`src/rtl/xadc_drp_arbiter_if.sv`:
```
// Requester-side bus of the XADC DRP arbiter: per-requester request, address,
// write data and we, plus the shared grant/ack/err/rdata return path.
interface xadc_drp_arbiter_if #(
    parameter int NUM_REQ = 2
);
    logic [NUM_REQ-1:0]    req;
    logic [NUM_REQ-1:0]    req_we;
    logic [7*NUM_REQ-1:0]  req_addr;
    logic [16*NUM_REQ-1:0] req_di;
    logic [NUM_REQ-1:0]    gnt;
    logic [NUM_REQ-1:0]    ack;
    logic                  err;
    logic [15:0]           rdata;

    modport master (
        output req, req_we, req_addr, req_di,
        input  gnt, ack, err, rdata
    );

    modport slave (
        input  req, req_we, req_addr, req_di,
        output gnt, ack, err, rdata
    );
endinterface

```
`src/rtl/xadc_drp_arbiter.sv`:
```
// Round-robin arbiter serialising NUM_REQ requesters onto the single XADC DRP
// port, with a DRDY timeout so a hung access cannot lock out the others.
module xadc_drp_arbiter #(
    parameter int NUM_REQ = 2,
    parameter int TIMEOUT = 64
) (
    input  logic                dclk,
    input  logic                reset,
    xadc_drp_arbiter_if.slave   rq,
    output logic                busy,
    output logic [7:0]          timeout_count,
    output logic                drp_den,
    output logic                drp_dwe,
    output logic [6:0]          drp_daddr,
    output logic [15:0]         drp_di,
    input  logic [15:0]         drp_do,
    input  logic                drp_drdy
);
    localparam int IDX_W = (NUM_REQ > 1) ? $clog2(NUM_REQ) : 1;

    typedef enum logic [1:0] {S_IDLE, S_ISSUE, S_WAIT, S_DONE} state_t;

    state_t               state_reg, state_next;
    logic [NUM_REQ-1:0]   gnt_reg, gnt_next;
    logic [NUM_REQ-1:0]   ack_reg, ack_next;
    logic                 err_reg, err_next;
    logic [15:0]          rdata_reg, rdata_next;
    logic                 busy_reg, busy_next;
    logic [7:0]           tcount_reg, tcount_next;
    logic                 den_reg, den_next;
    logic                 dwe_reg, dwe_next;
    logic [6:0]           daddr_reg, daddr_next;
    logic [15:0]          di_reg, di_next;
    logic [7:0]           cnt_reg, cnt_next;
    logic [IDX_W-1:0]     ptr_reg, ptr_next;
    logic [IDX_W-1:0]     gidx_reg, gidx_next;

    logic [6:0]           addr_arr [NUM_REQ];
    logic [15:0]          di_arr   [NUM_REQ];
    logic                 found;
    logic [IDX_W-1:0]     cand;
    logic [IDX_W:0]       sum;

    genvar gi;
    generate
        for (gi = 0; gi < NUM_REQ; gi++) begin : g_unpack
            assign addr_arr[gi] = rq.req_addr[7*gi +: 7];
            assign di_arr[gi]   = rq.req_di[16*gi +: 16];
        end
    endgenerate

    always_comb begin
        state_next  = state_reg;
        gnt_next    = gnt_reg;
        ack_next    = '0;
        err_next    = err_reg;
        rdata_next  = rdata_reg;
        tcount_next = tcount_reg;
        den_next    = 1'b0;
        dwe_next    = 1'b0;
        daddr_next  = daddr_reg;
        di_next     = di_reg;
        cnt_next    = cnt_reg;
        ptr_next    = ptr_reg;
        gidx_next   = gidx_reg;
        found       = 1'b0;
        cand        = '0;
        sum         = '0;

        case (state_reg)
            S_IDLE: begin
                // Scan ptr, ptr+1, ... so the last winner goes to the back of the line
                for (int k = 0; k < NUM_REQ; k++) begin
                    sum = {1'b0, ptr_reg} + (IDX_W+1)'(k);
                    if (sum >= (IDX_W+1)'(NUM_REQ))
                        sum = sum - (IDX_W+1)'(NUM_REQ);
                    if (!found && rq.req[sum[IDX_W-1:0]]) begin
                        found = 1'b1;
                        cand  = sum[IDX_W-1:0];
                    end
                end
                if (found) begin
                    state_next     = S_ISSUE;
                    gidx_next      = cand;
                    gnt_next       = '0;
                    gnt_next[cand] = 1'b1;
                    den_next       = 1'b1;
                    dwe_next       = rq.req_we[cand];
                    daddr_next     = addr_arr[cand];
                    di_next        = di_arr[cand];
                end
            end
            S_ISSUE: begin
                cnt_next   = '0;
                state_next = S_WAIT;
            end
            S_WAIT: begin
                if (drp_drdy) begin
                    rdata_next         = drp_do;
                    err_next           = 1'b0;
                    ack_next[gidx_reg] = 1'b1;
                    state_next         = S_DONE;
                end else if (cnt_reg == 8'(TIMEOUT - 1)) begin
                    err_next           = 1'b1;
                    ack_next[gidx_reg] = 1'b1;
                    if (tcount_reg != 8'hFF)
                        tcount_next = tcount_reg + 8'd1;
                    state_next         = S_DONE;
                end else begin
                    cnt_next = cnt_reg + 8'd1;
                end
            end
            S_DONE: begin
                gnt_next   = '0;
                ptr_next   = (gidx_reg == IDX_W'(NUM_REQ - 1)) ? '0 : gidx_reg + IDX_W'(1);
                state_next = S_IDLE;
            end
            default: state_next = S_IDLE;
        endcase

        busy_next = (state_next != S_IDLE);
    end

    always_ff @(posedge dclk) begin
        if (reset) begin
            state_reg  <= S_IDLE;
            gnt_reg    <= '0;
            ack_reg    <= '0;
            err_reg    <= 1'b0;
            rdata_reg  <= '0;
            busy_reg   <= 1'b0;
            tcount_reg <= '0;
            den_reg    <= 1'b0;
            dwe_reg    <= 1'b0;
            daddr_reg  <= '0;
            di_reg     <= '0;
            cnt_reg    <= '0;
            ptr_reg    <= '0;
            gidx_reg   <= '0;
        end else begin
            state_reg  <= state_next;
            gnt_reg    <= gnt_next;
            ack_reg    <= ack_next;
            err_reg    <= err_next;
            rdata_reg  <= rdata_next;
            busy_reg   <= busy_next;
            tcount_reg <= tcount_next;
            den_reg    <= den_next;
            dwe_reg    <= dwe_next;
            daddr_reg  <= daddr_next;
            di_reg     <= di_next;
            cnt_reg    <= cnt_next;
            ptr_reg    <= ptr_next;
            gidx_reg   <= gidx_next;
        end
    end

    assign rq.gnt        = gnt_reg;
    assign rq.ack        = ack_reg;
    assign rq.err        = err_reg;
    assign rq.rdata      = rdata_reg;
    assign busy          = busy_reg;
    assign timeout_count = tcount_reg;
    assign drp_den       = den_reg;
    assign drp_dwe       = dwe_reg;
    assign drp_daddr     = daddr_reg;
    assign drp_di        = di_reg;
endmodule

```
`src/flat_wrapper.sv`:
```
// flat-port wrapper written by rule: the top's interface ports become plain ports
module xadc_drp_arbiter_flat 
#(
    parameter int NUM_REQ = 2,
    parameter int TIMEOUT = 64
)
  (dclk, reset, busy, timeout_count, drp_den, drp_dwe, drp_daddr, drp_di, drp_do, drp_drdy, rq_req, rq_req_we, rq_req_addr, rq_req_di, rq_gnt, rq_ack, rq_err, rq_rdata);
  xadc_drp_arbiter_if #(.NUM_REQ(NUM_REQ)) rq_i ();
  input  logic dclk;
  input  logic reset;
  output logic busy;
  output logic [7:0] timeout_count;
  output logic drp_den;
  output logic drp_dwe;
  output logic [6:0] drp_daddr;
  output logic [15:0] drp_di;
  input  logic [15:0] drp_do;
  input  logic drp_drdy;
  input wire logic [$bits(rq_i.req)-1:0] rq_req;
  input wire logic [$bits(rq_i.req_we)-1:0] rq_req_we;
  input wire logic [$bits(rq_i.req_addr)-1:0] rq_req_addr;
  input wire logic [$bits(rq_i.req_di)-1:0] rq_req_di;
  output wire logic [$bits(rq_i.gnt)-1:0] rq_gnt;
  output wire logic [$bits(rq_i.ack)-1:0] rq_ack;
  output wire logic [$bits(rq_i.err)-1:0] rq_err;
  output wire logic [$bits(rq_i.rdata)-1:0] rq_rdata;
  assign rq_i.req = rq_req;
  assign rq_i.req_we = rq_req_we;
  assign rq_i.req_addr = rq_req_addr;
  assign rq_i.req_di = rq_req_di;
  assign rq_gnt = rq_i.gnt;
  assign rq_ack = rq_i.ack;
  assign rq_err = rq_i.err;
  assign rq_rdata = rq_i.rdata;
  xadc_drp_arbiter #(.NUM_REQ(NUM_REQ), .TIMEOUT(TIMEOUT)) u_core (.dclk(dclk), .reset(reset), .rq(rq_i), .busy(busy), .timeout_count(timeout_count), .drp_den(drp_den), .drp_dwe(drp_dwe), .drp_daddr(drp_daddr), .drp_di(drp_di), .drp_do(drp_do), .drp_drdy(drp_drdy));
endmodule
```
`config.mk`:
```
export PLATFORM = sky130hd
export DESIGN_NAME = xadc_drp_arbiter_flat
export DESIGN_NICKNAME = d
export VERILOG_FILES = /design/src/rtl/xadc_drp_arbiter_if.sv /design/src/rtl/xadc_drp_arbiter.sv /design/src/flat_wrapper.sv
export SDC_FILE = /design/constraint.sdc
export NUM_CORES = 1
export LEC_CHECK = 0
export CAP_MARGIN = 20
export CELL_PAD_IN_SITES_DETAIL_PLACEMENT = 1
export CELL_PAD_IN_SITES_GLOBAL_PLACEMENT = 1
export CORE_UTILIZATION = 31
export CTS_CLUSTER_DIAMETER = 60
export DETAILED_ROUTE_END_ITERATION = 6
export PLACE_DENSITY = 0.94
export SYNTH_ARGS = -nofsm -noshare
export SYNTH_HDL_FRONTEND = slang
export SYNTH_SLANG_ARGS = --single-unit
```
`constraint.sdc`:
```
create_clock -name dclk -period 4.9 [get_ports dclk]
set_clock_uncertainty 0.2 [all_clocks]
set_input_delay 1.47 -clock dclk [delete_from_list [all_inputs] [get_ports dclk]]
set_output_delay 1.47 -clock dclk [all_outputs]
set_load 0.02 [all_outputs]
```
==> implementation parameters <==
Parameter                              Value

Run status
  Run status ... complete, no violations

Synth
  Proportion of netlist area held by the largest area contributor ... 0.498
  Synth warnings ... 0
  Cell taking the most area after synthesis ... sky130_fd_sc_hd__dfxtp_1
  Distinct cell type count of the synthesized netlist ... 38
  Post-synthesis async set-or-reset flop share ... 0
  Post-synthesis sequential area ratio ... 0.498
  Prevailing post-synth register cell ... sky130_fd_sc_hd__dfxtp_1
  Average cell area after synthesis ... 8.71 um^2
  Count of flip-flops with a built-in enable after synthesis ... 0
  Most frequent cell after synthesis ... sky130_fd_sc_hd__dfxtp_1
  Ranking of synthesized cells by area ... sky130_fd_sc_hd__dfxtp_1 (50%), sky130_fd_sc_hd__a21oi_1 (9.5%), sky130_fd_sc_hd__nand2_1 (8.5%), sky130_fd_sc_hd__a22oi_1 (6.4%), sky130_fd_sc_hd__nor2_1 (2.5%)
  Post-synthesis cell count ... 309
  Total of flip-flops plus latches after synthesis ... 67
  Most instantiated cells after synthesis ... sky130_fd_sc_hd__dfxtp_1 (67), sky130_fd_sc_hd__nand2_1 (61), sky130_fd_sc_hd__a21oi_1 (51), sky130_fd_sc_hd__a22oi_1 (23), sky130_fd_sc_hd__nor2_1 (18)
  Cell area after synthesis ... 2690 um^2
  Synthesized net count ... 380

Finish
  Diodes inserted ... 0
  Fraction of final layout cells sized beyond drive strength 1 ... 0.0650
  FILL cells ... 965
  Number of nets in the final layout ... 497
  Final core utilization ... 0.509
  Storage element area ... 1340 um^2
  Area of the multi-input gates ... 1250 um^2
  Synthesis-to-layout area growth ... 56.8%

Place
  Detailed-placement wirelength estimate ... 5770 um
  Buffers on Ports ... 123
  Setup WS pre-CTS ... 1.21 ns
  Gp weighted congestion ... 0.792

STA
  Final count of pins violating max slew ... 0
  Count of final setup violators ... 0
  Post-route minimum period ... 3.33 ns
  Number of endpoints with negative hold slack in the final report ... 0
  Setup repair after global routing missed its margin ... false
  Fraction of the cycle the final worst path needs ... 0.679
  Max-slew headroom ... 0.481
  Post-layout worst setup margin ... 1.57 ns
  Top achievable clock speed ... 301 MHz
  Slew at the pin closest to its max-slew limit ... 0.778 ns
  Setup TNS after final layout ... 0 ns

Power and ir drop
  Worst IR drop on VDD ... 0.163 mV
  Power Density ... 335 nW/um^2
  Reported leakage power ... 1.47 nW
  Total power draw ... 1.41 mW

Min path
  Kind of path behind the tightest hold check ... reg -> reg
  Worst Hold Depth ... 2

Clock network
  Clk slew on worst S/H paths ... 0.08 ns
  Setup fix buffers added after clock tree synthesis ... 0
  CTS H-tree depth ... 3
  Count of hold buffers inserted by post-cts repair ... 0
  Total number of clock tree sinks ... 67
  CTS max path bufs ... 2
  CTS Buf Count ... 9
  Root buffer selected by CTS ... sky130_fd_sc_hd__clkbuf_8
  TritonCTS clock tree ... yes
  Later-pin clock latency in the skew report ... 0.34 ns
  Gates resized, CTS repair ... 0

Die
  Die extent in x ... 95.2 um
  Starting utilization of the core area ... 0.324
  Die area ... 9060 um^2
  Vertical die dimension ... 95.2 um
  Number of standard-cell rows in the floorplan ... 33
  Number of top-level pins ... 124
  CORE AREA ... 8300 um^2

Routing
  Detailed route wirelength on metal2 ... 3970 um
  Remaining design rule violation count ... 0
  Number of iterations in the first detailed-routing pass ... 4
  Met3 routed wirelength ... 689 um
  Detailed-route wire length on metal 1 ... 3260 um
  Routed WL per cell ... 14.9 um
  Average via count per standard cell ... 5.07
  Wirelength, routed ... 7970 um
  Count of antenna-violating nets left after detailed routing ... 0
  Number of DRC violations after detailed-routing iteration 0 ... 53
  Routed via count ... 2715
  Top sig layer ... met4

Worst setup path
  CP required ... 4.97 ns
  Type of the setup path with the least slack ... in -> reg
  Maximum fanout encountered on the critical timing path ... 13
  Worst EP arrival ... 3.39 ns
  Worst-case reg-to-reg path depth ... 4
  Kind of launch point of the worst setup path ... input pin
  Element type at the critical path end ... flop

Global route
  Wire length of the first global-routing pass ... 12800 um
  Pin count of the biggest net entering global routing ... 62
  Grt ovf ... 0
  Aggregate global-route resource usage ... 0.184
  Initial antenna violation count ... 0
  Number of global-route vias before repair ... 2776

Job
  Count of maximum capacitance violations ... 0
## stage by stage
| stage | std cells | cell area (um^2) | hold slack (ns) |
|---|---|---|---|
| after floorplan | 309 | 2690 | 0.226 |
| after global placement | 519 | 3980 | 0.237 |
| after detailed placement | 519 | 3980 | 0.247 |
| after CTS | 535 | 4200 | 0.258 |
| after global routing | 536 | 4220 | 0.285 |
| final | 536 | 4220 | 0.257 |
## critical path: stages
cell and delay [ns]:
sky130_fd_sc_hd__clkdlybuf4s50_1 0.52, sky130_fd_sc_hd__nor3b_4 0.32, sky130_fd_sc_hd__o2111ai_2 0.36, sky130_fd_sc_hd__or4_1 0.56, sky130_fd_sc_hd__a21oi_1 0.17
## where the power goes
group	internal, mW	switching [mW]	total [mW]
Sequential	0.580	0.0267	0.607
Clock	0.290	0.233	0.523
Combinational	0.142	0.141	0.283
Total	1.01	0.401	1.41
## cell families (layout without fill, tap and decap cells)
group	Yosys count	after routing	synth area share
xor gates and xnor gates	5	5	0.0163
adders and majority gates	2	2	0.00929
muxes	3	3	0.0112
and+or+nand+nor	111	111	0.196
buffers and inverters	22	144	0.0372
DFF	67	67	0.498
AOI/OAI and AO/OA	99	99	0.232
## layout by cell type, fill, tap and decap left out, types with 6 or more instances in the layout
| cell | n |
|---|---|
| sky130_fd_sc_hd__clkbuf_8 | 9 |
| sky130_fd_sc_hd__dfxtp_1 | 67 |
| sky130_fd_sc_hd__a22oi_1 | 23 |
| sky130_fd_sc_hd__nor2_1 | 18 |
| sky130_fd_sc_hd__nand2_1 | 61 |
| sky130_fd_sc_hd__o21ai_0 | 6 |
| sky130_fd_sc_hd__clkdlybuf4s50_1 | 122 |
| sky130_fd_sc_hd__a21oi_1 | 51 |
## area by class of cell
class | instances | area share
sequential | 67 | 0.318
timing repair buffer | 126 | 0.299
clock buffer | 9 | 0.0293
multi-input combinational | 220 | 0.297
inverter | 2 | 0.00178
tap | 105 | 0.0311
clock inverter | 7 | 0.0240
## final timing paths
check,start,to,slack [ns]
worst max-delay path,drp_drdy,u_core.timeout_count[5],1.57
worst min-delay path,u_core.drp_daddr[6],u_core.drp_daddr[6],0.26
worst max register to register,u_core.state_reg[1],u_core.timeout_count[5],2.59
worst min register to register,u_core.drp_daddr[6],u_core.drp_daddr[6],0.26
## layer usage
layer,track usage,vias up
met5,0,-
met4,0.0530,0
met3,0.0797,7
met2,0.321,95
met1,0.201,1279
li1,-,1334
Power figures use the tool's default switching activity.
